File: config.mk
export PLATFORM = sky130hd
export DESIGN_NAME = instr_fetch_unit
export DESIGN_NICKNAME = d
export VERILOG_FILES = /design/src/rtl/instr_fetch_unit.sv
export SDC_FILE = /design/constraint.sdc
export NUM_CORES = 1
export LEC_CHECK = 0
export CELL_PAD_IN_SITES_DETAIL_PLACEMENT = 0
export CELL_PAD_IN_SITES_GLOBAL_PLACEMENT = 2
export CORE_MARGIN = 2
export CORE_UTILIZATION = 37
export DETAILED_ROUTE_END_ITERATION = 8
export PLACE_DENSITY_LB_ADDON = 0.1
export SETUP_SLACK_MARGIN = 0.5
export SKIP_LAST_GASP = 1
export SYNTH_ARGS = -nofsm -noshare
export SYNTH_HDL_FRONTEND = slang
export SYNTH_SLANG_ARGS = --single-unit
File: constraint.sdc
create_clock -name i_clk -period 8.4 [get_ports i_clk]
set_clock_uncertainty 0.2 [all_clocks]
set_input_delay 1.68 -clock i_clk [delete_from_list [all_inputs] [get_ports i_clk]]
set_output_delay 1.68 -clock i_clk [all_outputs]
set_load 0.1 [all_outputs]
File: src/rtl/instr_fetch_unit.sv
// Fetch stage: issues one instruction-memory read at a time from the current PC,
// tags returned words with their PC and queues them for decode; flush-safe.
module instr_fetch_unit #(
  parameter int N     = 32,
  parameter int IW    = 32,
  parameter int DEPTH = 2
) (
  input  logic          i_clk,
  input  logic          i_rst,
  input  logic [N-1:0]  i_pc,
  output logic          o_en_pc,
  input  logic          i_flush,
  output logic          o_imem_req,
  output logic [N-1:0]  o_imem_addr,
  input  logic          i_imem_gnt,
  input  logic          i_imem_rvalid,
  input  logic [IW-1:0] i_imem_rdata,
  output logic          o_inst_valid,
  output logic [IW-1:0] o_inst,
  output logic [N-1:0]  o_inst_pc,
  input  logic          i_inst_ready
);

  localparam int PW = $clog2(DEPTH);
  localparam int CW = PW + 1;

  typedef enum logic [1:0] {IDLE, REQ, WAIT, DROP} state_e;

  state_e                  state_q, state_d;
  logic [N-1:0]            addr_q, addr_d;
  logic [N-1:0]            tag_q, tag_d;
  logic [PW-1:0]           wptr_q, wptr_d, rptr_q, rptr_d;
  logic [CW-1:0]           cnt_q, cnt_d;
  logic [DEPTH-1:0][IW-1:0] data_q, data_d;
  logic [DEPTH-1:0][N-1:0]  pc_q, pc_d;

  logic         push, pop, credit;
  logic [CW:0]  used;
  logic [N-1:0] push_pc, pc_aligned;
  logic         unused_pc_lsbs;

  assign unused_pc_lsbs = ^i_pc[1:0];
  assign pc_aligned     = {i_pc[N-1:2], 2'b00};

  // An in-flight read reserves a FIFO slot, so the queue can never overflow.
  assign used   = {1'b0, cnt_q} + {{CW{1'b0}}, (state_q != IDLE)};
  assign credit = used < (CW+1)'(DEPTH);

  assign o_imem_req   = (state_q == REQ);
  assign o_imem_addr  = addr_q;
  assign o_en_pc      = (o_imem_req && i_imem_gnt) || i_flush;
  assign o_inst_valid = (cnt_q != '0);
  assign o_inst       = data_q[rptr_q];
  assign o_inst_pc    = pc_q[rptr_q];
  assign pop          = o_inst_valid && i_inst_ready;

  always_comb begin
    state_d = state_q;
    addr_d  = addr_q;
    tag_d   = tag_q;
    push    = 1'b0;
    push_pc = tag_q;
    if (i_flush) begin
      unique case (state_q)
        REQ:     state_d = (i_imem_gnt && !i_imem_rvalid) ? DROP : IDLE;
        WAIT:    state_d = i_imem_rvalid ? IDLE : DROP;
        DROP:    state_d = i_imem_rvalid ? IDLE : DROP;
        default: state_d = IDLE;
      endcase
    end else begin
      unique case (state_q)
        IDLE: if (credit) begin
          state_d = REQ;
          addr_d  = pc_aligned;
        end
        REQ: if (i_imem_gnt) begin
          tag_d = addr_q;
          if (i_imem_rvalid) begin
            // Zero-wait memory: i_pc only advances at this edge, so the next
            // sequential word is derived from the granted address.
            push    = 1'b1;
            push_pc = addr_q;
            state_d = credit ? REQ : IDLE;
            addr_d  = credit ? addr_q + N'(4) : addr_q;
          end else begin
            state_d = WAIT;
          end
        end
        WAIT: if (i_imem_rvalid) begin
          push    = 1'b1;
          state_d = credit ? REQ : IDLE;
          if (credit) addr_d = pc_aligned;
        end
        DROP: if (i_imem_rvalid) state_d = IDLE;
        default: state_d = IDLE;
      endcase
    end
  end

  always_comb begin
    data_d = data_q;
    pc_d   = pc_q;
    wptr_d = wptr_q;
    rptr_d = rptr_q;
    cnt_d  = cnt_q;
    if (push) begin
      data_d[wptr_q] = i_imem_rdata;
      pc_d[wptr_q]   = push_pc;
    end
    if (i_flush) begin
      wptr_d = '0;
      rptr_d = '0;
      cnt_d  = '0;
    end else begin
      wptr_d = wptr_q + PW'(push);
      rptr_d = rptr_q + PW'(pop);
      cnt_d  = cnt_q + CW'(push) - CW'(pop);
    end
  end

  always_ff @(posedge i_clk or negedge i_rst) begin
    if (!i_rst) begin
      state_q <= IDLE;
      addr_q  <= '0;
      tag_q   <= '0;
      wptr_q  <= '0;
      rptr_q  <= '0;
      cnt_q   <= '0;
      data_q  <= '0;
      pc_q    <= '0;
    end else begin
      state_q <= state_d;
      addr_q  <= addr_d;
      tag_q   <= tag_d;
      wptr_q  <= wptr_d;
      rptr_q  <= rptr_d;
      cnt_q   <= cnt_d;
      data_q  <= data_d;
      pc_q    <= pc_d;
    end
  end

endmodule
Yosys cells after proc, flatten, opt, wreduce, memory -nomap -nowiden --
Cells that the tools add are included.
Word-level totals: bits in registers 198, bits in latches 0, RAM bits 0, memory bits (read-only) 0, input port bits 70, output and inout bits 99, memories 0
Cells by class: add/subtract/negate cells 6, multipliers 0, div/mod/pow operators 0, magnitude comparators 4, equal/unequal tests 11, shift-type cells 0, mux-type cells 36, bitwise logic cells 1, reduce and logical (&&, ||, !) cells 14
Operators with widths (number):
- two-way mux 32 bit | 14
- bitwise mux 64 bit | 2
- one-hot mux 32 bit (3 select lines) | 1
- adder 32 x 3 -> 32 bit, second input constant | 1
- demux 32 bit (select 1 bit) | 1
- two-way mux 2 bit | 9
- != test 3 bit, second input constant | 3
- one-hot mux 2 bit (4 select lines) | 1
- two-way mux 1 bit | 6
- != test 2 x 1 -> 1 bit, second input constant | 3
- AND reduction 6 bit | 1
- equality test 2 bit, second input constant | 2
- logical AND 1 bit | 4
- < comparator 1 x 2 -> 1 bit, second input constant | 2
- one-hot mux 2 bit (2 select lines) | 1
- AND reduction 4 bit | 1
- nonzero test 2 bit | 2
- adder 2 x 1 -> 3 bit | 1
- < comparator 3 x 2 -> 1 bit, second input constant | 1
- != test 3 x 2 -> 1 bit, second input constant | 1
- AND reduction 3 bit | 1
- nonzero test 3 bit | 1
- adder 1 bit | 2
- adder 2 x 1 -> 2 bit | 1
- other kinds (10) | 10

Depth between registers and ports, before layout --
depth after elaboration 8, gate-level depth with buffers 10, mapped depth without buffers 10

Least setup slack after synthesis --
No wires, ideal clock.
path type input -> output, from input i_flush, to output o_en_pc, arrival time 2576 ps, required time 6520 ps, slack 3944 ps, stages 2, path buffers 1, cells stage by stage clkbuf_1 -> a21o_1
Between the ends: word-level cells in the longest chain between the ends 1
RTL lines:
- start: declaration | line 12 | input logic i_flush,
- logical OR 1 bit | line 51 | assign o_en_pc = (o_imem_req && i_imem_gnt) || i_flush;
- end: declaration | line 11 | output logic o_en_pc,
No other way between the ends.

Final worst setup path --
Same ends and word-level chain as after synthesis.

==> results.md <==
* Outcome: finished clean
* Synthesis warning total at 0
* Die area at 0.0263 mm²
* Hold_buf cts at 0
* Post-synth EDFFs at 0
* Non-filler cells, final at between 1000 and 1500
* Vias per inst at 5.26
* Setup violations, final at 0
* Vias at just under 7000
* Core area at 0.0244 mm²
* Mapped Area at 0.00924 mm²
* Total of max-cap violations at 0
* Tcrit/Tclk final at 66.6%
* I/O Buffers at 162
* Min Tclk post-route at 5.59 ns
* Main synth FF type: dfrtp_1
* CTS Sinks at 190
* Num CTS Buffers at 17
* Synth unique cells at 55
* CTS Buffer Depth at 2
* Antenna-violating nets left at 0
* Initial antenna violation count at 0
* Die X at between 150 and 200 µm
* Synthesized instance count at 812
* Startpoint types: primary input
* Most common cell on crit path: clkdlybuf4s50_1
* First-pass GRT wire length at 37500 µm
* Detailed Place HPWL at 15800 µm
* Total grt overflow at 0
* Cell breakdown of the critical path: clkdlybuf4s50_1 > a21o_1 > clkdlybuf4s50_1
* # diodes at 0
* CP endpoint kind: output port
* Clock Pin Slew Worst Setup and Hold Paths at roughly 0.060 ns
* CTS root buf: clkbuf_16
* F_max at approximately 180 MHz
* DRC viols at 0
* Sequential share of the synthesized area at 51.5%
* Synth async-reset ratio at 100%
* Post-CTS setup buffer count at 0
* Critical path class: primary input to output port
* CTS tree: built
* # placed instances at 1248
* Required @ worst endpoint at 6.52 ns
* Final Cell Area at 0.0117 mm²
* Io pins at ~170
* Final core occ at between 40% and 50%
* Area Overhead vs Synth at 26.2%
* # nets final at between 1000 and 1500
* Clock latency on the worst-skew pair at 0.43 ns
* Layout cells sized above 1 at 22.7%
* Hold Path Class: flip-flop to flip-flop
* Commonest non-fill, non-tap cell in the layout: dfrtp_1
* Final Max Slew Viols at 0
* Die H at 162 µm
* Htree depth at 4
* Post-CTS Resized at 0
* Initial core utilization at 37.9%
* CP arrival at 3.71 ns
* Pin count of the biggest net entering global routing at 123
* Pre-Repair DR Iteration Count at 4
* Worst slew margin at a little over a quarter
* Vias in the first global route at 6791
* Row count at 57
* Cell family with most CP delay: buffers and inverters
* Final wirelength at between 20000 and 25000 µm
* Most frequent cells in the layout: 189 x dfrtp_1, 161 x clkdlybuf4s50_1, 155 x mux2_2, 92 x nor2_1, 77 x a21oi_1
* Mapped Avg Cell Area at 11.4 µm²
* Fin. Hold Viols at 0
* Avg WL per Cell at 18.3 µm
* Iteration-0 DRC Markers at roughly 400
* Synth Register Bits at 190
* Max FO, Critical Path at 14
* CP max stage delay at 1.13 ns
* R2R setup slack at 4.75 ns
* Routability-driven placement congestion ratio at roughly 0.8
* GRT Total Usage at 18.1%
* Setup TNS Final at 0 ns
* RSZ-0062 raised after global routing: no
* Slew at the pin closest to its max-slew limit at 1.10 ns
* WP buf/inv at 2
* CP max-delay cell: clkdlybuf4s50_1
* Placed cell area at 0.0111 mm²
==> per-stage QoR <==
stage	setup WS (ns)	hold WS, ns
detailed placement	2.82	0.263
global route	2.72	0.298
floorplan	3.94	0.245
global placement	2.84	0.259
CTS	2.81	0.279
finish	2.81	0.276
==> path summary, 6_finish.rpt <==
path / startpoint / to / cells past startpoint
worst max-delay path: i_flush / o_en_pc / 3
worst min-delay path: tag_q[31] / tag_q[31] / 2
worst max register to register: state_q[1] / o_imem_addr[8] / 7
worst min register to register: tag_q[31] / tag_q[31] / 2
max in group asynchronous: i_rst / rptr_q / 2
min in group asynchronous: i_rst / data_q[21] / 1
==> worst min-delay path, delay by kind of cell, from the launching register on <==
family        cells  cell delay [ns]
flops             1             0.34
simple gates      2             0.10
==> logic make-up (layout without fill, tap and decap cells) <==
family,count (synthesis),after routing,share of synthesized area [%]
buffers and inverters,70,211,3.82
XOR/XNOR,3,3,0.284
AND/OR/NAND/NOR,212,212,11.5
other,1,4,0.0406
multiplexers,187,187,22.4
flip-flops,190,190,51.5
AO/OA/AOI/OAI,138,138,9.02
adder cells (fa/ha/maj),11,11,1.49
==> cell usage after synthesis, types with 3 or more instances <==
cell,instances,area (µm²)
dfrtp_1,190,4750
a311oi_1,8,70.1
o21ai_0,14,70.1
buf_4,8,60.1
and4_1,10,87.6
a31oi_1,3,18.8
nor4_1,8,50.1
o221a_2,4,45.0
buf_2,9,45.0
or4_1,3,22.5
a21oi_1,77,385
mux2_2,155,1750
ha_1,11,138
mux2i_1,32,320
and2_1,4,25.0
a211oi_1,5,37.5
nor2_1,92,345
a31o_2,4,35.0
nand4_1,13,81.3
nand3_1,8,40.0
clkbuf_1,34,128
nand2b_1,8,50.1
clkbuf_8,4,55.1
nand2_1,23,86.3
inv_1,9,33.8
and3_1,4,25.0
nor2b_1,4,25.0
a21o_1,3,22.5
o22ai_1,10,62.6
nor3_1,22,110
buf_1,4,15.0
==> layout make-up <==
class / instances / area (µm²)
Tap cell: 324 / 405
Multi-Input combinational cell: 555 / 4170
Inverter: 9 / 33.8
Clock buffer: 18 / 439
Fill cell: 2271 / 12700
Sequential cell: 190 / 4760
Timing Repair Buffer: 170 / 1690
Clock inverter: 14 / 170
==> sequential cells by signal, summed over array words and instances, names as in the netlist <==
signal	flops
tag_q	30
o_imem_addr	30
wptr_q	1
rptr_q	1
data_q	64
pc_q	60
cnt_q	2
state_q	2
==> metal layers <==
layer  GRT usage, %  up-vias  wire, µm  share of wire [%]
met3           3.40        8      1010                4.3
met5              0        -         0                  0
met2           30.1      159     11400                 48
met4           3.82        0       132               0.56
li1               -     3192         -                  -
met1           24.8     3371     10900                 47
Power is not shown: default switching activity piles up to over one toggle a cycle in this logic, so the estimate is an artifact.
